==> src/rtl/llr_to_out_pkg.sv <==
// Shared types and helpers for the decoder output stage: LLR type, word
// geometry, FSM states and the saturating magnitude used for weak detection.
package llr_pkg;

  localparam int N_V   = 44;
  localparam int LLR_W = 8;
  localparam int W     = 8;
  localparam int THR   = 1;

  typedef logic signed [LLR_W-1:0] llr_t;

  function automatic int nwords(input int n, input int w);
    return (n + w - 1) / w;
  endfunction

  localparam int NW    = nwords(N_V, W);
  localparam int IDX_W = (NW > 1) ? $clog2(NW) : 1;
  localparam int CNT_W = $clog2(N_V + 1);

  localparam llr_t LLR_MIN = {1'b1, {(LLR_W-1){1'b0}}};
  localparam llr_t LLR_MAX = {1'b0, {(LLR_W-1){1'b1}}};

  typedef enum logic [1:0] {IDLE, LOAD, STREAM} state_t;

  // Most-negative code has no positive twin at LLR_W bits, so clamp it.
  function automatic llr_t llr_abs_sat(input llr_t x);
    llr_t r;
    if (x == LLR_MIN)       r = LLR_MAX;
    else if (x[LLR_W-1])    r = -x;
    else                    r = x;
    return r;
  endfunction

endpackage

==> src/rtl/llr_to_out_if.sv <==
// Input LLR vector handshake plus output codeword word stream, bundled together.
// master = producer/consumer side, slave = the output stage.
interface llr_to_out_if;
  import llr_pkg::*;

  llr_t             llr_in [0:N_V-1];
  logic             in_valid;
  logic             in_ready;
  logic [W-1:0]     out_word;
  logic [IDX_W-1:0] out_idx;
  logic             out_last;
  logic             out_valid;
  logic             out_ready;

  modport master (
    output llr_in, in_valid, out_ready,
    input  in_ready, out_word, out_idx, out_last, out_valid
  );

  modport slave (
    input  llr_in, in_valid, out_ready,
    output in_ready, out_word, out_idx, out_last, out_valid
  );

endinterface

==> src/rtl/llr_to_out_weak_count.sv <==
// Combinational sign-based hard decision and popcount of low-reliability nodes.
// Zero latency; no flow control.
module llr_weak_count
  import llr_pkg::*;
#(
  parameter int WEAK_THR = THR
) (
  input  llr_t             llr [0:N_V-1],
  output logic [N_V-1:0]   hard,
  output logic [CNT_W-1:0] weak_cnt
);

  localparam llr_t THR_L = llr_t'(WEAK_THR);

  always_comb begin
    hard     = '0;
    weak_cnt = '0;
    for (int i = 0; i < N_V; i++) begin
      hard[i] = ~llr[i][LLR_W-1];
      if (llr_abs_sat(llr[i]) <= THR_L)
        weak_cnt = weak_cnt + CNT_W'(1);
    end
  end

endmodule

==> src/rtl/llr_to_out.sv <==
// Captures a posterior LLR vector, hard-decides it and streams the codeword as W-bit words.
// Accept cycle, one LOAD cycle, then one word per out_ready; input stalls (in_ready=0) until the last word is taken.
module llr_to_out
  import llr_pkg::*;
(
  input  logic             clk,
  input  logic             rst,
  llr_to_out_if.slave      bus,
  output logic [N_V-1:0]   cw,
  output logic [CNT_W-1:0] weak_cnt,
  output logic             busy
);

  localparam int PAD_W = NW * W;

  state_t           state;
  state_t           state_nxt;
  llr_t             llr_q [0:N_V-1];
  logic [N_V-1:0]   hard;
  logic [CNT_W-1:0] weak_nxt;
  logic [IDX_W-1:0] idx;
  logic [PAD_W-1:0] cw_pad;
  logic             last;

  llr_weak_count #(.WEAK_THR(THR)) u_weak (
    .llr      (llr_q),
    .hard     (hard),
    .weak_cnt (weak_nxt)
  );

  always_ff @(posedge clk) begin
    if (!rst) state <= IDLE;
    else      state <= state_nxt;
  end

  // Zero-extension keeps the pad bits of the final word at 0.
  assign cw_pad = PAD_W'(cw);
  assign last   = (idx == IDX_W'(NW - 1));

  always_comb begin
    state_nxt     = state;
    bus.in_ready  = 1'b0;
    bus.out_valid = 1'b0;
    bus.out_last  = 1'b0;
    bus.out_word  = '0;
    bus.out_idx   = idx;
    busy          = 1'b1;
    unique case (state)
      IDLE: begin
        bus.in_ready = 1'b1;
        busy         = 1'b0;
        if (bus.in_valid) state_nxt = LOAD;
      end
      LOAD: state_nxt = STREAM;
      STREAM: begin
        bus.out_valid = 1'b1;
        bus.out_last  = last;
        bus.out_word  = cw_pad[idx*W +: W];
        if (bus.out_ready && last) state_nxt = IDLE;
      end
      default: state_nxt = IDLE;
    endcase
  end

  // Pure datapath capture; contents are only meaningful after an accept.
  always_ff @(posedge clk) begin
    if (state == IDLE && bus.in_valid)
      llr_q <= bus.llr_in;
  end

  always_ff @(posedge clk) begin
    if (!rst) begin
      cw       <= '0;
      weak_cnt <= '0;
      idx      <= '0;
    end else begin
      if (state == LOAD) begin
        cw       <= hard;
        weak_cnt <= weak_nxt;
        idx      <= '0;
      end else if (state == STREAM && bus.out_ready) begin
        idx <= last ? '0 : idx + IDX_W'(1);
      end
    end
  end

endmodule

==> src/flat_wrapper.sv <==
// flat-port wrapper written by rule: the top's interface ports become plain ports
module llr_to_out_flat import llr_pkg::*;
  (clk, rst, cw, weak_cnt, busy, bus_llr_in, bus_in_valid, bus_out_ready, bus_in_ready, bus_out_word, bus_out_idx, bus_out_last, bus_out_valid);
  llr_to_out_if bus_i ();
  input  logic clk;
  input  logic rst;
  output logic [N_V-1:0] cw;
  output logic [CNT_W-1:0] weak_cnt;
  output logic busy;
  input wire logic [$bits(bus_i.llr_in)-1:0] bus_llr_in;
  input wire logic [$bits(bus_i.in_valid)-1:0] bus_in_valid;
  input wire logic [$bits(bus_i.out_ready)-1:0] bus_out_ready;
  output wire logic [$bits(bus_i.in_ready)-1:0] bus_in_ready;
  output wire logic [$bits(bus_i.out_word)-1:0] bus_out_word;
  output wire logic [$bits(bus_i.out_idx)-1:0] bus_out_idx;
  output wire logic [$bits(bus_i.out_last)-1:0] bus_out_last;
  output wire logic [$bits(bus_i.out_valid)-1:0] bus_out_valid;
  assign bus_i.llr_in = {>>{bus_llr_in}};
  assign bus_i.in_valid = bus_in_valid;
  assign bus_i.out_ready = bus_out_ready;
  assign bus_in_ready = bus_i.in_ready;
  assign bus_out_word = bus_i.out_word;
  assign bus_out_idx = bus_i.out_idx;
  assign bus_out_last = bus_i.out_last;
  assign bus_out_valid = bus_i.out_valid;
  llr_to_out u_core (.clk(clk), .rst(rst), .bus(bus_i), .cw(cw), .weak_cnt(weak_cnt), .busy(busy));
endmodule
==> config.mk <==
export PLATFORM = sky130hd
export DESIGN_NAME = llr_to_out_flat
export DESIGN_NICKNAME = d
export VERILOG_FILES = /design/src/rtl/llr_to_out_pkg.sv /design/src/rtl/llr_to_out_if.sv /design/src/rtl/llr_to_out_weak_count.sv /design/src/rtl/llr_to_out.sv /design/src/flat_wrapper.sv
export SDC_FILE = /design/constraint.sdc
export NUM_CORES = 1
export LEC_CHECK = 0
export CORE_MARGIN = 4
export CORE_UTILIZATION = 53
export DETAILED_ROUTE_END_ITERATION = 10
export PLACE_DENSITY = 0.81
export SLEW_MARGIN = 30
export SYNTH_ARGS = -nofsm -noshare
export SYNTH_HDL_FRONTEND = slang
export SYNTH_SLANG_ARGS = --single-unit
==> constraint.sdc <==
create_clock -name clk -period 31.8 [get_ports clk]
set_input_delay 6.36 -clock clk [delete_from_list [all_inputs] [get_ports clk]]
set_output_delay 6.36 -clock clk [all_outputs]
set_load 0.005 [all_outputs]
Word-level counts from Yosys, hierarchy flattened
Index checks and enable logic that the tools add are counted.
Storage, ports and cells
  RAM bits: 0
  register bits: 407
  input bits: 356
  memories kept: 0
  memory bits (read-only): 0
  bits in latches: 0
  word-level logic and storage cells: 422
  output and inout bits: 65
Cells by class
  $lt $le $gt $ge: 44
  multiply operators: 0
  divide/modulo/power cells: 0
  bitwise logic cells: 45
  $add $sub $neg: 88
  shift operators: 1
  reductions and logical operators: 6
  eq/ne operators: 49
  muxes and demuxes: 141
Operators by type and width (count)
  8-bit 2-to-1 mux: 89
  8-bit equality test (second input constant): 44
  8-bit by 2-bit <= comparator with 1-bit output (second input constant): 44
  8-bit negation: 44
  6-bit by 1-bit adder with 6-bit output (second input constant): 43
  6-bit 2-to-1 mux: 43
  48-bit by 7-bit variable part select with 8-bit output: 1
  1-bit inverter: 45
  2-bit one-hot mux with 3 select lines: 1
  1-bit 2-to-1 mux: 5
  2-bit 2-to-1 mux: 2
  3-bit by 1-bit adder with 3-bit output (second input constant): 1
  3-bit equality test (second input constant): 1
  1-bit logical AND: 3
  3-bit 2-to-1 mux: 1
  2-bit by 1-bit equality test with 1-bit output (second input constant): 1
  2-bit equality test (second input constant): 1
  2-bit logical NOT: 1
  2-bit by 1-bit != test with 1-bit output (second input constant): 1
  2-bit != test (second input constant): 1
  2-bit AND reduction: 1
  2-bit OR reduction: 1

Longest topological paths before layout
Gate-level depths: netlist of run 1.
  depth in word-level cells: 91
  gate-level depth with buffers: 129
  mapped depth without buffers: 129

Cells and area by module
From an unflattened synthesis of run 1, not the netlist that was laid out.
Unflattened totals
  cells, all modules: 2210
  area total of the unflattened synthesis: 23779.1 um^2
Modules (own cells, without submodules)
  llr_to_out: cells an instance 653, instances 1, area an instance 13102.6 um^2, seq. area each 11671.2 um^2
  llr_weak_count: cells an instance 1557, instances 1, area an instance 10676.5 um^2, seq. area each 0.0 um^2

Worst setup path before layout of run 1
No wires, ideal clock.
  path type: register to register
  start: register u_core.llr_q[336] (netlist name)
  end: register u_core.weak_cnt[4]
  stages on the path, launching flop included: 124
  data required time: 31.675 ns
  path slack: 8.978 ns
  clock period less this slack: 22.822 ns
  buffers on the path: 0
  library setup time: 0.125 ns
  data arrival time: 22.697 ns
  cell sequence: edfxtp_1 -> inv_1 -> ha_1 -> nor4b_1 -> nor2_1 -> nor2_1 -> or2_2 -> inv_1 -> ha_1 -> xor2_1 -> ha_1 -> nand2_1 -> nand2_1 -> ha_1 -> inv_1 -> a22oi_1 -> ha_1 -> nand2_1 -> [... 88 more ...] -> ha_1 -> xnor2_1 -> nor2_1 -> a221oi_1 -> a31o_2 -> ha_1 -> nand2_1 -> o31ai_1 -> ha_1 -> mux2_2 -> ha_1 -> mux2_2 -> ha_1 -> and3_1 -> and4_1 -> nor4_1 -> xor2_1 -> o21ai_1
On the way
  longest elaborated chain between the ends: 89
  elaborated cells between the ends (all ways): 90
  those cells by class: add/sub: 43; order compare: 1; eq/ne: 1; mux: 45
Ends and longest elaborated chain
  from (decl): line llr_to_out.sv:18  | llr_t llr_q [0:N_V-1];
  from (signal assigned): line llr_to_out.sv:68  | llr_q <= bus.llr_in;
  8-bit negation: line llr_to_out_pkg.sv:29  | else if (x[LLR_W-1]) r = -x;
  8-bit 2-to-1 mux: line llr_to_out_pkg.sv:29
  8-bit 2-to-1 mux (*): line llr_to_out_pkg.sv:28  | if (x == LLR_MIN) r = LLR_MAX;
  8-bit by 2-bit <= comparator with 1-bit output (*): line llr_to_out_weak_count.sv:20  | if (llr_abs_sat(llr[i]) <= THR_L)
  6-bit 2-to-1 mux (*): line llr_to_out_weak_count.sv:20
  6-bit by 1-bit adder with 6-bit output: line llr_to_out_weak_count.sv:21  | weak_cnt = weak_cnt + CNT_W'(1);
  6-bit 2-to-1 mux (*): line llr_to_out_weak_count.sv:20
  6-bit by 1-bit adder with 6-bit output: line llr_to_out_weak_count.sv:21
  [... 73 more ...]
  6-bit by 1-bit adder with 6-bit output: line llr_to_out_weak_count.sv:21
  6-bit 2-to-1 mux (*): line llr_to_out_weak_count.sv:20
  6-bit by 1-bit adder with 6-bit output: line llr_to_out_weak_count.sv:21
  6-bit 2-to-1 mux (*): line llr_to_out_weak_count.sv:20
  6-bit by 1-bit adder with 6-bit output: line llr_to_out_weak_count.sv:21
  6-bit 2-to-1 mux (*): line llr_to_out_weak_count.sv:20
  6-bit by 1-bit adder with 6-bit output: line llr_to_out_weak_count.sv:21
  6-bit 2-to-1 mux (*): line llr_to_out_weak_count.sv:20
  to (signal assigned): line llr_to_out.sv:79  | weak_cnt <= weak_nxt;
  to (decl): line llr_to_out.sv:10  | output logic [CNT_W-1:0] weak_cnt,
Every way passes the cells marked *; elsewhere a longest branch is shown, timed or not.
A chain may end at the register's enable or synchronous reset.

Final worst setup path of run 1
  start: register u_core.llr_q[345] (netlist name)
  end: register u_core.weak_cnt[4]
On the way
  longest elaborated chain between the ends: 91
  elaborated cells between the ends (all ways): 92
  those cells by class: add/sub: 44; order compare: 1; eq/ne: 1; mux: 46
Ends and longest elaborated chain (line)
  8-bit negation: llr_to_out_pkg.sv:29
  8-bit 2-to-1 mux: llr_to_out_pkg.sv:29
  8-bit 2-to-1 mux (*): llr_to_out_pkg.sv:28
  8-bit by 2-bit <= comparator with 1-bit output (*): llr_to_out_weak_count.sv:20
  1-bit 2-to-1 mux (*): llr_to_out_weak_count.sv:20
  6-bit by 1-bit adder with 6-bit output: llr_to_out_weak_count.sv:21
  6-bit 2-to-1 mux (*): llr_to_out_weak_count.sv:20
  6-bit by 1-bit adder with 6-bit output: llr_to_out_weak_count.sv:21
  [... 75 more ...]
  6-bit by 1-bit adder with 6-bit output: llr_to_out_weak_count.sv:21
  6-bit 2-to-1 mux (*): llr_to_out_weak_count.sv:20
  6-bit by 1-bit adder with 6-bit output: llr_to_out_weak_count.sv:21
  6-bit 2-to-1 mux (*): llr_to_out_weak_count.sv:20
  6-bit by 1-bit adder with 6-bit output: llr_to_out_weak_count.sv:21
  6-bit 2-to-1 mux (*): llr_to_out_weak_count.sv:20
  6-bit by 1-bit adder with 6-bit output: llr_to_out_weak_count.sv:21
  6-bit 2-to-1 mux (*): llr_to_out_weak_count.sv:20
Marked as above.

==> impl_metrics.json, run 1 <==
{
  "stdcell_count": 3122,
  "grt_max_degree": 81,
  "start_util_pct": 54.00,
  "skew_ns": 0.02648,
  "cts_resized": 0,
  "maxSlewViolCount": 0,
  "critical_path.max_stage_delay_ns": 0.48,
  "ys_ff_latch": 407,
  "synth_largest_area_cell": "edfxtp_1",
  "hold_buffers": 0,
  "fin_crit_ns": 25.56,
  "placementRows": 75,
  "finalHoldViolations": 0,
  "max-cap-violations": 0,
  "crit_slowest_cell": "o21ai_0",
  "clockBufferDepth": 3,
  "synthArstFlopShare_pct": 0,
  "criticalPathCategory": "flip-flop to flip-flop",
  "synthTopCellsByCount": "352 x edfxtp_1, 192 x nand2_1, 160 x inv_1",
  "drt_wl_total_mm": 61.85,
  "p_per_area_mw_per_mm2": 55.34,
  "ys_warn_count": 0,
  "cp-start-kind": "flip-flop",
  "dp_slack_ns": 6.515,
  "portBuffers": 420,
  "cts-buffers-inserted": 43,
  "insertion_delay_ns": 0.57,
  "synth-edff-count": 352,
  "postCtsSetupBuffers": 0,
  "tns_ns": 0,
  "rsz0062_at_grt": "false",
  "worst-path-max-fanout": 7,
  "cts.sinks": 407,
  "vias": 18110,
  "area_delta_synth_final_pct": 28.00,
  "grtUsageTotal_pct": 25.85,
  "cts_tree": "yes",
  "grt_pass1_vias": 18440,
  "fin_crit_sh_pct": 80.38,
  "outcome": "complete, no violations",
  "grt_pass1_wl_mm": 96.62,
  "setup_viol": 0,
  "ys.flop_type": "edfxtp_1",
  "antenna_found_initial": 2,
  "nFillCells": 2985,
  "worst_pin_slew_ns": 0.9345,
  "wl_per_cell_um": 19.81,
  "multi_input_area_mm2": 0.01043,
  "dieHeight_um": 215.7,
  "htreeDepth": 2,
  "place_hpwl_mm": 48.10,
  "dp.cells": 3042,
  "peakVddDrop_uv": 44.09,
  "max_freq_mhz": 39.12,
  "io_pins": 421,
  "core_mm2": 0.04232,
  "yosysTopAreaCellShare_pct": 46.25,
  "drive_above_1_share_pct": 6.680,
  "die_w_um": 215.7,
  "syn_nets": 2517,
  "root_buffer": "clkbuf_16",
  "final-seq-area_mm2": 0.01167,
  "seq_area_frac_synth_pct": 51.07,
  "final_util_pct": 69.12,
  "hold_class": "flip-flop to flip-flop",
  "drcViolationCount": 0,
  "dr.pass1.iters": 7,
  "grt-ovfl-total": 0,
  "antenna_cells": 0,
  "arrival_ns": 26.00,
  "die_area_mm2": 0.04650,
  "path_clk_slew_ns": 0.07,
  "hold_ws_ns": 0.4582,
  "syn_area_per_cell_um2": 11.02,
  "via_per_inst": 5.800,
  "finalWorstSetupSlack_ns": 6.240,
  "netlist_instances": 2074,
  "cp.required_ns": 32.24,
  "drtIter0Drc": 1545,
  "synth.cell_area_mm2": 0.02285,
  "ant_nets": 0,
  "ys_types": 96,
  "nNetsFinal": 2954,
  "gp_congestion": 0.9644,
  "p_leak_nw": 10.84,
  "crit_path_end_kind": "flip-flop",
  "yosysMostFrequentCell": "edfxtp_1",
  "maxSlewHeadroom_pct": 37.70,
  "synth.area.top_cells": "edfxtp_1 46%, dfxtp_1 4.8%, ha_1 4.8%",
  "cpMostUsedCell": "ha_1"
}
==> layer usage <==
| metal | GRT usage [%] | share of wire, % |
|---|---|---|
| met1 | 31.37 | 40 |
| met2 | 45.56 | 49 |
| met3 | 5.401 | 6.7 |
| met4 | 9.534 | 3.5 |
| met5 | 0 | 0.037 |
==> critical path: cells and delay by family (launching register included) <==
kind	cells	cell delay, ns
compound gates	36	6.53
xor+xnor	17	3.65
fa+ha+maj	25	7.55
buf+inv	5	0.43
flops	1	0.41
mux	10	2.51
simple gates	30	4.37
==> layout make-up <==
cell class                      instances  area share (%)
Clock inverter                         26           1.232
Clock buffer                           53           3.986
Inverter                              164           2.104
Sequential cell                       407           39.90
Multi-Input combinational cell       1465           35.65
Tap cell                              577           2.468
Timing Repair Buffer                  430           14.66
==> worst paths after layout <==
kind	start	to	slack, ns	cells after the start
worst max-delay path	u_core.llr_q[345]$_DFFE_PP_	u_core.weak_cnt[4]$_SDFFE_PN0P_	6.24	123
worst min register to register	u_core.weak_cnt[1]$_SDFFE_PN0P_	u_core.weak_cnt[1]$_SDFFE_PN0P_	0.46	2
worst max register to register	u_core.llr_q[345]$_DFFE_PP_	u_core.weak_cnt[4]$_SDFFE_PN0P_	6.24	123
worst min-delay path	u_core.weak_cnt[1]$_SDFFE_PN0P_	u_core.weak_cnt[1]$_SDFFE_PN0P_	0.46	2
==> layout by cell type, fill, tap and decap left out, types with 45 or more instances in the layout <==
cell and instances:
clkbuf_16 45, clkdlybuf4s50_1 420, nor2_1 146, nand3_1 48, inv_1 160, nor4_1 51
edfxtp_1 352, a21oi_1 85, xnor2_1 120, xor2_1 49, o21ai_0 135, nand2_1 191
ha_1 87, dfxtp_1 54
==> state kept, by name, summed over array words and instances, names as in the netlist <==
| signal | cells |
|---|---|
| u_core.bus.out_idx | 3 |
| u_core.cw | 44 |
| u_core.llr_q | 352 |
| u_core.state | 2 |
| u_core.weak_cnt | 6 |
==> stage by stage <==
step | power, mW | area (µm²)
2_1_floorplan | 0.9658 | 22850
6_report | 1.619 | 29250
5_1_grt | 1.702 | 29250
4_1_cts | 1.624 | 29230
3_3_place_gp | 1.059 | 27700
3_5_place_dp | 1.083 | 27710
==> cells by family after synthesis <==
logic type                 share of synthesized area (%)
AOI/OAI and AO/OA                                  12.75
xor gates and xnor gates                           10.06
adders and majority gates                          4.851
buffers and inverters                              3.395
DFF                                                51.07
muxes                                              2.683
and+or+nand+nor                                    15.19
==> report_power, final <==
group	switching, mW	total [mW]	internal, mW	leakage, nW
Clock	0.205	0.539	0.334	0.751
Combinational	0.228	0.426	0.198	6.28
Sequential	0.0275	0.654	0.626	3.81
(Power assumes the default switching activity.)
==> run 2, diff against run 1 <==
==> constraint.sdc (replaced) <==
create_clock -name clk -period 23.9 [get_ports clk]
set_input_delay 4.78 -clock clk [delete_from_list [all_inputs] [get_ports clk]]
set_output_delay 4.78 -clock clk [all_outputs]
set_load 0.005 [all_outputs]
==> impl_metrics.json, run 2 (synthesis gave the netlist of run 1 again) <==
{
  "power.clock.fraction_pct": 30.9,
  "worst_pin_slew_ns": 1.045,
  "combPwrFrac_pct": 29.6,
  "hold_class": "flip-flop to flip-flop",
  "netSwitchingPower_uw": 647.1,
  "grt-ovfl-total": 0,
  "setup_viol": 0,
  "htreeDepth": 2,
  "hold_ws_ns": 0.4504,
  "drt_wl_total_mm": 63.56,
  "grt_pass1_vias": 18560,
  "antenna_found_initial": 2,
  "max_freq_mhz": 43.43,
  "regMostFlops": "u_core.llr_q",
  "wl_per_cell_um": 20.15,
  "io_pins": 421,
  "p_per_area_mw_per_mm2": 74.06,
  "largest_register_ffs": 352,
  "cts.sinks": 407,
  "grt_pass1_wl_mm": 96.53,
  "grt_max_degree": 90,
  "die_w_um": 215.7,
  "crit_family": "adder cells",
  "peakVddDrop_uv": 64.23,
  "place_hpwl_mm": 48.24,
  "drive_above_1_share_pct": 9.507,
  "cp.required_ns": 24.32,
  "area_delta_synth_final_pct": 30.16,
  "cp-start-kind": "flip-flop",
  "p_int_mw": 1.556,
  "post_dp_cell_area_mm2": 0.02776,
  "root_buffer": "clkbuf_16",
  "maxSlewHeadroom_pct": 30.33,
  "outcome": "complete, no violations",
  "die_area_mm2": 0.04650,
  "ant_nets": 0,
  "cts-buffers-inserted": 44,
  "final_common_cell": "clkdlybuf4s50_1",
  "maxSlewViolCount": 0,
  "final_area_mm2": 0.02975,
  "start_util_pct": 54.00,
  "insertion_delay_ns": 0.55,
  "drtIter0Drc": 1568,
  "layout_common_cells": "420 x clkdlybuf4s50_1, 352 x edfxtp_1, 188 x nand2_1, 159 x inv_1, 143 x nor2_1",
  "p_leak_nw": 11.05,
  "clockBufferDepth": 3,
  "portBuffers": 420,
  "vias": 18330,
  "drcViolationCount": 0,
  "switching_share_pct": 29.38,
  "criticalPathCategory": "flip-flop to flip-flop",
  "core_mm2": 0.04232,
  "fin_crit_sh_pct": 96.34,
  "placementRows": 75,
  "nFillCells": 2909,
  "antenna_cells": 0,
  "gp_congestion": 0.9243,
  "cpMostUsedCell": "ha_1",
  "worst-path-max-fanout": 6,
  "max-cap-violations": 0,
  "path_clk_slew_ns": 0.06,
  "hold_buffers": 0,
  "p_seq_share_pct": 39.5,
  "dieHeight_um": 215.7,
  "crit_path_end_kind": "flip-flop",
  "power_mw": 2.203,
  "critPathBufInv": 5,
  "arrival_ns": 23.44,
  "top_regs": "u_core.llr_q: 352 flops, u_core.cw: 44 flops, u_core.weak_cnt: 6 flops",
  "nNetsFinal": 2986,
  "via_per_inst": 5.811,
  "fin_crit_ns": 23.02,
  "crit_slowest_cell": "xnor3_1",
  "grtUsageTotal_pct": 25.81,
  "reg2reg_setup_slack_ns": 0.88,
  "skew_ns": 0.01174,
  "cts_tree": "yes",
  "dr.pass1.iters": 8,
  "finalHoldViolations": 0,
  "critical_path.max_stage_delay_ns": 0.48
}
==> run 2: cell types whose count changed in the layout (fill, tap and decap cells not counted), sizes merged <==
cell	change
inv	+1
clkbuf	-1
bufinv	-3
clkinvlp	+1
buf	+31
clkinv	+3
==> run 2: layout make-up <==
| class | count | area, µm² | share of cell area [%] |
|---|---|---|---|
| Multi-Input combinational cell | 1465 | 10760 | 36.17 |
| Timing Repair Buffer | 461 | 4534 | 15.24 |
| Inverter | 164 | 615.6 | 2.069 |
| Tap cell | 577 | 721.9 | 2.427 |
| Sequential cell | 407 | 11670 | 39.24 |
| Clock inverter | 28 | 290.3 | 0.9759 |
| Clock buffer | 52 | 1152 | 3.874 |
==> run 2: timing repair <==
action                     in CTS  in global routing
cloned                          0                  0
buffers inserted                3                 23
pin swaps                       2                 38
setup endpoints to repair       5                  5
resized for setup              14                 56
==> run 2: path summary, 6_finish.rpt <==
path / start / endpoint / depth (start not counted)
hold / removal: u_core.weak_cnt[4]$_SDFFE_PN0P_ / u_core.weak_cnt[4]$_SDFFE_PN0P_ / 2
setup reg to reg: u_core.llr_q[336]$_DFFE_PP_ / u_core.weak_cnt[4]$_SDFFE_PN0P_ / 120
hold reg to reg: u_core.weak_cnt[4]$_SDFFE_PN0P_ / u_core.weak_cnt[4]$_SDFFE_PN0P_ / 2
setup / recovery: u_core.llr_q[336]$_DFFE_PP_ / u_core.weak_cnt[4]$_SDFFE_PN0P_ / 120
==> run 2: power by group through the flow <==
| stage | Clock (mW) | Sequential, mW | Combinational (mW) |
|---|---|---|---|
| finish | 0.680 | 0.870 | 0.652 |
| global route | 0.723 | 0.874 | 0.711 |
| CTS | 0.693 | 0.869 | 0.573 |
| detailed placement | 0 | 0.884 | 0.561 |
| global placement | 0 | 0.881 | 0.530 |
| floorplan | 0 | 0.885 | 0.400 |
==> run 2: per-layer routing <==
metal | global-route usage, % | routed length [µm] | up-vias
met5 | 0 | 13 | -
met4 | 10.09 | 2504 | 2
met3 | 5.190 | 4397 | 152
met2 | 45.26 | 31360 | 719
met1 | 31.42 | 25280 | 8801
li1 | - | - | 8655
==> run 2: worst register-to-register path: cells and delay by family (launching register included) <==
kind	cells	cell delay [ns]
AOI/OAI and AO/OA	36	5.32
DFF	1	0.45
adders and majority gates	22	6.57
buffers and inverters	5	0.54
and+or+nand+nor	29	3.81
xor gates and xnor gates	18	3.64
muxes	10	2.56
==> run 2: through the flow <==
step	setup TNS [ns]	instances	setup WS, ns	utilization, %
after floorplan	0	2074	1.078	-
after global routing	-0.9209	3154	-0.4819	70.29
after CTS	0	3130	0.02648	69.19
final	0	3154	0.8753	70.29
after detailed placement	-2.860	3047	-0.9034	65.60
after global placement	0	3045	0.3856	65.50
